`config.mk`:
```
export PLATFORM = sky130hd
export DESIGN_NAME = rf_spill_fill
export DESIGN_NICKNAME = d
export VERILOG_FILES = /design/src/rtl/rf_spill_fill.sv
export SDC_FILE = /design/constraint.sdc
export NUM_CORES = 1
export LEC_CHECK = 0
export ABC_CLOCK_PERIOD_IN_PS = 2500
export BUFFER_PORTS_ARGS = -buffer_cell sky130_fd_sc_hd__buf_2
export CORE_MARGIN = 2
export CORE_UTILIZATION = 37
export DETAILED_ROUTE_END_ITERATION = 10
export PLACE_DENSITY = 0.81
export SLEW_MARGIN = 0
export SYNTH_ARGS = -nofsm -noshare
export SYNTH_HDL_FRONTEND = slang
export SYNTH_SLANG_ARGS = --single-unit
```
`constraint.sdc`:
```
create_clock -name clock -period 2.5 [get_ports clock]
set_clock_uncertainty 0.15 [all_clocks]
set_input_delay 0.375 -clock clock [delete_from_list [all_inputs] [get_ports clock]]
set_output_delay 0.375 -clock clock [all_outputs]
set_load 0.005 [all_outputs]
```
`src/rtl/rf_spill_fill.sv`:
```
// rtl/rf_spill_fill.sv - register-window spill/fill engine between a register file and word streams
module rf_spill_fill #(
    parameter int WIDTH = 16,
    parameter int REGS  = 4
) (
    input  logic             clock,
    input  logic             reset,
    input  logic             start,
    input  logic             op,
    input  logic [1:0]       win,
    output logic             busy,
    output logic             done,
    output logic [1:0]       rf_wrap,
    output logic [1:0]       rf_ra1,
    input  logic [WIDTH-1:0] rf_rd1,
    output logic [1:0]       rf_wa,
    output logic [WIDTH-1:0] rf_wd,
    output logic             rf_we,
    output logic [WIDTH-1:0] out_data,
    output logic             out_valid,
    input  logic             out_ready,
    input  logic [WIDTH-1:0] in_data,
    input  logic             in_valid,
    output logic             in_ready
);

    typedef enum logic [1:0] {
        IDLE  = 2'd0,
        SPILL = 2'd1,
        FILL  = 2'd2,
        DONE  = 2'd3
    } state_t;

    localparam logic [1:0] LAST = 2'(REGS - 1);

    state_t     state;
    logic [1:0] idx;
    logic       spill_hs;

    // Read data passes straight through; idx only moves on a handshake, so a stalled word holds.
    assign spill_hs = out_valid && out_ready;
    assign rf_we    = in_valid && in_ready;
    assign rf_wd    = in_data;
    assign out_data = rf_rd1;
    assign rf_ra1   = idx;
    assign rf_wa    = idx;

    always_ff @(posedge clock or posedge reset) begin
        if (reset) begin
            state     <= IDLE;
            idx       <= 2'd0;
            rf_wrap   <= 2'd0;
            busy      <= 1'b0;
            done      <= 1'b0;
            out_valid <= 1'b0;
            in_ready  <= 1'b0;
        end else begin
            unique case (state)
                IDLE: begin
                    if (start) begin
                        rf_wrap   <= win;
                        idx       <= 2'd0;
                        busy      <= 1'b1;
                        out_valid <= !op;
                        in_ready  <= op;
                        state     <= op ? FILL : SPILL;
                    end
                end
                SPILL: begin
                    if (spill_hs) begin
                        if (idx == LAST) begin
                            busy      <= 1'b0;
                            out_valid <= 1'b0;
                            done      <= 1'b1;
                            state     <= DONE;
                        end else begin
                            idx <= idx + 2'd1;
                        end
                    end
                end
                FILL: begin
                    if (rf_we) begin
                        if (idx == LAST) begin
                            busy     <= 1'b0;
                            in_ready <= 1'b0;
                            done     <= 1'b1;
                            state    <= DONE;
                        end else begin
                            idx <= idx + 2'd1;
                        end
                    end
                end
                DONE: begin
                    done  <= 1'b0;
                    state <= IDLE;
                end
                default: begin
                    busy      <= 1'b0;
                    done      <= 1'b0;
                    out_valid <= 1'b0;
                    in_ready  <= 1'b0;
                    state     <= IDLE;
                end
            endcase
        end
    end

endmodule

```
== Word level (Yosys, flattened, before mapping) ==
Cells that the tools add are included.
Word-level totals
  bits of input ports: 40
  register bits: 10
  word-level logic and storage cells: 58
  output and inout bits: 43
Cells by class
  add/subtract/negate cells: 1
  eq/ne operators: 9
  multiplexer cells: 27
  reductions and logical operators: 14
Operator list (number)
  $mux W2: 9
  $mux W1: 12
  $reduce_and A4 Y1: 3
  $ne A2 B2 Y1 const B: 5
  $pmux W2 S4: 1
  $eq A2 B2 Y1 const B: 3
  $pmux W1 S3: 2
  $pmux W2 S3: 1
  $reduce_and A3 Y1: 2
  $reduce_bool A3 Y1: 2
  $pmux W1 S2: 2
  $reduce_bool A2 Y1: 2
  $add A2 B1 Y2 const B: 1
  $eq A2 B1 Y1 const B: 1
  $logic_and A1 B1 Y1: 2
  $logic_not A2 Y1: 1
  $reduce_and A2 Y1: 1
  $logic_not A1 Y1: 1

== Depth between registers and ports, before layout ==
Gate-level depths: netlist of the first run.
  depth after elaboration: 4
  mapped depth: 6
  mapped depth without buffers: 6

== Worst setup path before layout of the first run ==
No wires, ideal clock.
  path type: flip-flop to flip-flop
  start: reg state[1]
  end: reg state[0]
  arrival: 1476 ps
  path buffers: 0
  period minus slack after synthesis: 1752 ps
  required time: 2224 ps
  library setup time: 126 ps
  slack: 748 ps
  stages on the path, launching flop included: 6
  path through: dfrtp_1 -> inv_1 -> ha_1 -> nor2b_4 -> a221o_2 -> o32a_1
Between the ends
  word-level cells in the longest chain between the ends: 3
  elaborated cells between the ends (all ways): 9
  classes of those cells: 6 x eq/ne; 1 x mux; 2 x reduce/logical
Ends and longest elaborated chain
  from (decl): RTL line 36  | state_t state;
  from (signal assigned): RTL line 66  | state <= op ? FILL : SPILL;
  $eq A2 B1 Y1, or another cell as far along: RTL line 58  | unique case (state)
  $ne A2 B2 Y1 (no source line)
  $reduce_and A3 Y1 (no source line)
Several ways; a longest one is shown, not always the timed one.
A chain may end at the register's enable or synchronous reset.

== Worst setup path after layout of the first run ==
  start: reg state[1]
  end: reg idx[0] (netlist: rf_ra1[0])
Between the ends
  word-level cells in the longest chain between the ends: 3
  elaborated cells between the ends (all ways): 9
  classes of those cells: 5 x eq/ne; 1 x mux; 3 x reduce/logical
Ends and longest elaborated chain
  $eq A2 B1 Y1, or another cell as far along: RTL line 58
  $ne A2 B2 Y1 (no source line) / $reduce_bool A3 Y1 (equally long branches)
  $reduce_and A4 Y1 (no source line)
  to (signal assigned): RTL line 77  | idx <= idx + 2'd1;
  to (signal assigned): RTL line 89  | idx <= idx + 2'd1;
  to (decl): RTL line 37  | logic [1:0] idx;
Several ways; a longest one is shown, not always the timed one.

==> run metrics, run 1 <==
routed len/inst 13.8 µm; crit path kind reg2reg; complex-gate fraction of the synthesized area 0.154; Netlist cell types 27; dpl cells 112; CP Launch Type flip-flop; RSZ-0062 raised after global routing no; Hold Path Class in2reg; vias post-DR 588; Post-DRT Antenna Nets 0; max-slew violation count 0; clock buffer depth 2; CP Launch Point state[1]$_DFFE_PP0P_; Post-Synth Adder-Cell Area 0.110; worst-margin pin slew 407 ps; final core utilization 0.365; GRT overflow 0; antenna cells 0; DR vias/cell 5.03; data arrival at the endpoint of the critical path 1920 ps; antenna violations before repair 0; Post-Syn Area per Cell 9.07 µm²; drt initial violations 7; synthesized area 907 µm²; final hold viol count 0; XOR/XNOR Fraction of Synth Area 0; num rows 17; Final Non-Filler Cells 117; dpl ws 610 ps; final setup fails 0; core area 0.00225 mm²; Leak Pwr 0.418 nW; layout cell share with drive strength beyond 1 0.337; critical hold path startpoint win[0]; largest family of logic cells by synthesized area buffers and inverters; Crit path required time 2490 ps; Syn. warnings 0; clk root buf clkbuf_4; total track usage 0.122; post-layout min period 1920 ps; vias in the first global route 575; Synth area leaders buf_4 (28%), dfrtp_1 (28%), ha_1 (11%); initial core utilization 0.402; largest net degree at the start of global routing 11; Mapped Cells 100; post-CTS resize count 0; DR pass1 iterations 4; pwr dens 1380 mW/mm²; Die H 53.5 µm; clk sink count 10; Final #Nets 138; Synth Area in Simple Gates 0.109; Post-synth top cells buf_4 (34), dfrtp_1 (10), ha_1 (8), inv_1 (8), o21ai_0 (6); I/O pin count 83; Residual DRC 0; worst r2r src state[1]$_DFFE_PP0P_; clk_lat worst skew 270 ps; Seq cells post-synth 10; top-count cell post-synth buf_4; DP HPWL 1320 µm; status finished, final reports clean; fraction of registers with async set/reset 1.00; Setup WS post-layout 576 ps; CTS tree built; IO buf count 18; wire length of the first global-routing pass 2510 µm; CP Max Fanout 9; Synth area leader buf_4; H-tree depth 1; Die ar. 0.00286 mm²; final wirelength 1620 µm; R2R Setup Slk 580 ps; post-synth top area share 0.281; DIE WIDTH 53.5 µm; maximum VDD drop 521 µV; relative slew slack 0.729; Achievable Freq 0.520 GHz; GP Congestion 0.747; Setup TNS 0 ps; CTS buffer count 3; register area share after synthesis 0.276; clock-pin slew on the worst setup and hold paths 80 ps; FILL cells 241; Post-synth EDFFs 0; Syn Nets 148; Area Overhead vs Synth -9.24%; top_reg_cell synth dfrtp_1; Worst setup EP type flip-flop; Tot Pwr 1.14 mW; mux contribution to synthesized area 0.0359; number of max-cap violations 0; crit share post-route 0.770
[registers in the layout, summed over array words and instances (netlist names)]
| signal | flops |
|---|---|
| in_ready | 1 |
| done | 1 |
| state | 2 |
| rf_ra1 | 2 |
| busy | 1 |
| out_valid | 1 |
| rf_wrap | 2 |
[cells by family after synthesis]
| group | count (synthesis) |
|---|---|
| and+or+nand+nor | 18 |
| buffers and inverters | 42 |
| AOI/OAI and AO/OA | 19 |
| adders and majority gates | 8 |
| DFF | 10 |
| muxes | 3 |
[per-stage QoR]
step | hold WS [ps] | cell area [µm²]
after floorplan | 65.2 | 907
after global placement | 227 | 777
after detailed placement | 239 | 777
after CTS | 177 | 823
after global routing | 189 | 823
final | 182 | 823
[worst paths after layout]
check,to,cells after the start
setup / recovery,rf_ra1[0]$_DFFE_PP0P_,6
hold / removal,rf_wrap[0]$_DFFE_PP0P_,2
setup reg to reg,rf_ra1[0]$_DFFE_PP0P_,6
hold reg to reg,rf_wrap[0]$_DFFE_PP0P_,1
max in group asynchronous,rf_ra1[0]$_DFFE_PP0P_,3
min in group asynchronous,state[0]$_DFFE_PP0P_,3
[cell type report]
type / instances / area [µm²] / area share
sequential: 10 / 250 / 0.304
inverter: 8 / 30.0 / 0.0365
multi-input combinational: 48 / 372 / 0.451
tap: 28 / 35.0 / 0.0426
timing repair buffer: 19 / 100 / 0.122
clock buffer: 4 / 36.3 / 0.0441
[where the power goes]
group	switching (mW)	total (mW)	leakage (nW)	internal [mW]
Clock	0.0628	0.151	0.0210	0.0886
Combinational	0.352	0.670	0.274	0.318
Sequential	0.0706	0.314	0.123	0.243
[worst max-delay path: stages (launching register included)]
cell	delay (ps)
dfrtp_1	440
inv_1	110
ha_1	250
nor2b_4	160
a221o_2	380
o21ai_0	190
o211ai_1	110
[layer usage]
layer  share of wire  wire (µm)  track usage
met5               0          0            0
met4           0.015         24       0.0726
met3            0.10        168       0.0424
met2            0.51        834        0.210
met1            0.37        592        0.127
[cells in the final DEF, fill, tap and decap left out]
cell	count
and2b_1	1
inv_1	8
dfrtp_1	10
nor2b_1	3
a221o_2	1
nor3_1	1
nand3_1	1
a21boi_0	1
dlygate4sd3_1	1
nand2b_1	1
a21oi_1	3
a2bb2oi_1	2
mux2_2	2
a22o_2	1
nand2_1	4
o32a_1	1
clkbuf_4	3
nor2_1	4
clkbuf_8	1
o41ai_1	1
nor2_2	1
nand2_2	1
buf_2	18
nor2b_4	1
o21ai_0	6
mux2i_1	1
o211ai_1	1
o31ai_1	1
a2bb2oi_2	1
ha_1	8
[timing repair]
action | 4_1_cts | 5_1_grt
buffers inserted | 0 | 0
hold endpoints to repair | 10 | 0
hold buffers | 1 | 0
(Power assumes the default switching activity.)
==> run 2, diff against run 1 <==
--- a/config.mk
+++ b/config.mk
@@ -5,12 +5,13 @@
 export SDC_FILE = /design/constraint.sdc
 export NUM_CORES = 1
 export LEC_CHECK = 0
-export ABC_CLOCK_PERIOD_IN_PS = 2500
+export ABC_AREA = 1
+export ABC_CLOCK_PERIOD_IN_PS = 1800
 export BUFFER_PORTS_ARGS = -buffer_cell sky130_fd_sc_hd__buf_2
 export CORE_MARGIN = 2
-export CORE_UTILIZATION = 37
+export CORE_UTILIZATION = 38
 export DETAILED_ROUTE_END_ITERATION = 10
-export PLACE_DENSITY = 0.81
+export PLACE_DENSITY = 0.82
 export SLEW_MARGIN = 0
 export SYNTH_ARGS = -nofsm -noshare
 export SYNTH_HDL_FRONTEND = slang
==> constraint.sdc (replaced) <==
create_clock -name clock -period 1.8 [get_ports clock]
set_clock_uncertainty 0.15 [all_clocks]
set_input_delay 0.27 -clock clock [delete_from_list [all_inputs] [get_ports clock]]
set_output_delay 0.27 -clock clock [all_outputs]
set_load 0.005 [all_outputs]
==> run 2 against run 1 <==
Net effect:
- first-iteration DRC count increased by 110%
- non-clock buffer count unchanged
- setup slack worse by 410 ps
- combinational power rose by 47%
- critical path type unchanged
- critical endpoint is now rf_ra1[1]$_DFFE_PP0P_
- highest routed layer unchanged
==> run metrics, run 2 <==
status finished, final reports clean; GP Congestion 0.860 (+15%); Die H 54.0 µm (+0.95%); crit-path leading delay family simple AND/OR/NAND/NOR gates; commonest non-fill, non-tap cells in the layout nand2_1 (25), buf_2 (18), inv_1 (11); DP HPWL 1390 µm (+4.8%); data arrival at the endpoint of the critical path 1650 ps (-270 ps); Area Overhead vs Synth -8.55%; sw power 0.774 mW (+60%); vias in the first global route 598 (+4.0%); Seq cells post-synth 10 (unchanged); antenna violations before repair 0 (unchanged); final setup fails 0 (unchanged); Mapped Cells 122 (+22%); Crit. path cell count 8 (+2); register area share after synthesis 0.263 (-0.0127); proportion of power drawn by combinational gates 0.615 (+0.025); CP Launch Type flip-flop; Largest stage delay, worst path 400 ps (-40 ps); worst-margin pin slew 403 ps (-3.54 ps); Post-DRT Antenna Nets 0 (unchanged); Hold Path Class in2reg; Post-Syn Area per Cell 7.79 µm² (-14%); RSZ-0062 raised after global routing no; clk sink count 10 (unchanged); H-tree depth 1 (unchanged); synthesized area 951 µm² (+4.8%); DR vias/cell 5.02 (about the same); Sw Share 0.482 (+0.0545); Synth area leader buf_4; post-layout min period 1640 ps (-288 ps); Achievable Freq 0.611 GHz (+18%); Critical path buffers and inverters 2 (+1); Leak Pwr 0.498 nW (+19%); r2r worst-path depth 8 (+2); pwr dens 1850 mW/mm² (+34%); top_reg_cell synth dfrtp_1; core area 0.00243 mm² (+7.9%); final wirelength 1820 µm (+12%); fraction of registers with async set/reset 1.00 (unchanged); Syn Nets 170 (+15%); largest net degree at the start of global routing 11 (unchanged); top-count cell post-synth buf_4; Die ar. 0.00292 mm² (+1.9%); final instance area 870 µm² (+5.6%); layout cell share with drive strength beyond 1 0.351 (+0.0143); IO buf count 18 (unchanged); Post-synth EDFFs 0 (unchanged); routed len/inst 12.9 µm (-6.9%); Critical Path, Cell by Cell inv_1 -> ha_1 -> nor2_1 -> inv_2 -> nand2_2 -> nor2_4 -> nand3_1 -> nand2_1; vias post-DR 708 (+20%); maximum VDD drop 712 µV (+37%); Final #Nets 160 (+16%); GRT overflow 0 (unchanged); Residual DRC 0 (unchanged); Worst setup EP type flip-flop; clock-pin slew on the worst setup and hold paths 70 ps (about the same); Crit path required time 1820 ps (-670 ps); relative slew slack 0.731 (+0.00236); FILL cells 255 (+5.8%); CTS buffer count 3 (unchanged); worst r2r src state[0]$_DFFE_PP0P_; sequential share of power 0.254 (-0.023); Internal 0.832 mW (+28%); DR pass1 iterations 5 (+1); Post-synth top cells buf_4 (34), nand2_1 (25), inv_1 (11); R2R Setup Slk 160 ps (-410 ps); final core utilization 0.358 (-0.00764); CTS tree built; max-slew violation count 0 (unchanged); clk_lat worst skew 270 ps (about the same); hold path cells 2 (unchanged); initial core utilization 0.391 (-0.0114); post-synth top area share 0.268 (-0.0130); Setup TNS 0 ps (unchanged); crit share post-route 0.909 (+0.139); number of max-cap violations 0 (unchanged); Syn. warnings 0 (unchanged); hold endpoint rf_wrap[0]$_DFFE_PP0P_; Netlist cell types 16 (-41%); antenna cells 0 (unchanged); CP Max Fanout 5 (-4); post-CTS resize count 0 (unchanged); clock network power share 0.131 (-0.002); drt initial violations 15 (+8); wire length of the first global-routing pass 2480 µm (-1.4%); Reg2Reg Capture Point rf_ra1[1]$_DFFE_PP0P_; DIE WIDTH 54.0 µm (+0.95%); clock buffer depth 2 (unchanged); final hold viol count 0 (unchanged); critical hold path startpoint win[0]; total track usage 0.119 (-0.00286); I/O pin count 83 (unchanged); crit path kind reg2reg; hold_ws 77.1 ps (-105 ps); Slowest-stage cell, CP dfrtp_1; Synth area leaders buf_4 (27%), dfrtp_1 (26%), ha_1 (11%); clk root buf clkbuf_4; most common cell after layout, fill and taps aside nand2_1; num rows 18 (+1); Post-DP Area 823 µm² (+6.0%)
## run 2: cell count changes in the layout (fill, tap and decap cells not counted), sizes merged, moves of 2 or more
cell / before / now
a21oi: 3 / 1
nand3: 1 / 6
nor2b: 4 / 0
inv: 8 / 15
nor2: 5 / 8
nand2: 5 / 32
a2bb2oi: 3 / 0
## run 2: power groups by stage
stage / clock (mW) / sequential, mW / combinational, mW
after CTS: 0.213 / 0.410 / 0.978
final: 0.211 / 0.408 / 0.988
after global placement: 0 / 0.407 / 0.921
after global routing: 0.224 / 0.421 / 1.09
after detailed placement: 0 / 0.414 / 0.961
after floorplan: 0 / 0.412 / 0.791
## run 2: layout make-up
class / instances / area (µm²) / share of cell area
Timing Repair Buffer: 19 / 100 / 0.115
Multi-Input combinational cell: 63 / 389 / 0.447
Clock buffer: 4 / 36.3 / 0.0417
Tap cell: 30 / 37.5 / 0.0432
Inverter: 15 / 56.3 / 0.0647
Sequential cell: 10 / 250 / 0.288
## run 2: worst max-delay path by stage
| stage | startpoint | endpoint |
|---|---|---|
| after detailed placement | state[0]$_DFFE_PP0P_ | rf_ra1[1]$_DFFE_PP0P_ |
| final | state[0]$_DFFE_PP0P_ | rf_ra1[1]$_DFFE_PP0P_ |
| after global placement | state[0]$_DFFE_PP0P_ | rf_ra1[0]$_DFFE_PP0P_ |
| after floorplan | state[0]$_DFFE_PP0P_ | rf_ra1[0]$_DFFE_PP0P_ |
| after global routing | state[1]$_DFFE_PP0P_ | rf_ra1[0]$_DFFE_PP0P_ |
| after CTS | state[0]$_DFFE_PP0P_ | rf_ra1[1]$_DFFE_PP0P_ |
## run 2: kinds of logic (layout without fill, tap and decap cells)
group | count (synthesis) | in the layout | share of synthesized area
simple gates | 46 | 46 | 0.237
compound gates | 7 | 7 | 0.0434
buf+inv | 49 | 38 | 0.328
mux | 2 | 2 | 0.0237
fa+ha+maj | 8 | 8 | 0.105
flops | 10 | 10 | 0.263
## run 2: metrics by stage
step,total power [mW],instances,setup WS (ps)
after global routing,1.73,141,96.0
after floorplan,1.20,122,304
after CTS,1.60,141,181
final,1.61,141,164
after global placement,1.33,136,256
after detailed placement,1.38,136,211
## run 2: repair_timing
item	4_1_cts	5_1_grt
endpoints found under the hold margin	10	0
endpoints found under the setup margin	0	0
buffers inserted	0	0
hold buffers	1	0
## run 2: per-layer routing
metal,routed length [µm],up-vias,GRT usage
met3,220,20,0.0111
li1,-,316,-
met4,90,0,0.113
met2,852,52,0.207
met5,0,-,0
met1,654,320,0.124
## run 2: worst reg2reg max path: cells and delay by family, from the launching register on
family / cells / cell delay [ps]
and+or+nand+nor: 5 / 460
DFF: 1 / 400
adders and majority gates: 1 / 300
buffers and inverters: 2 / 220
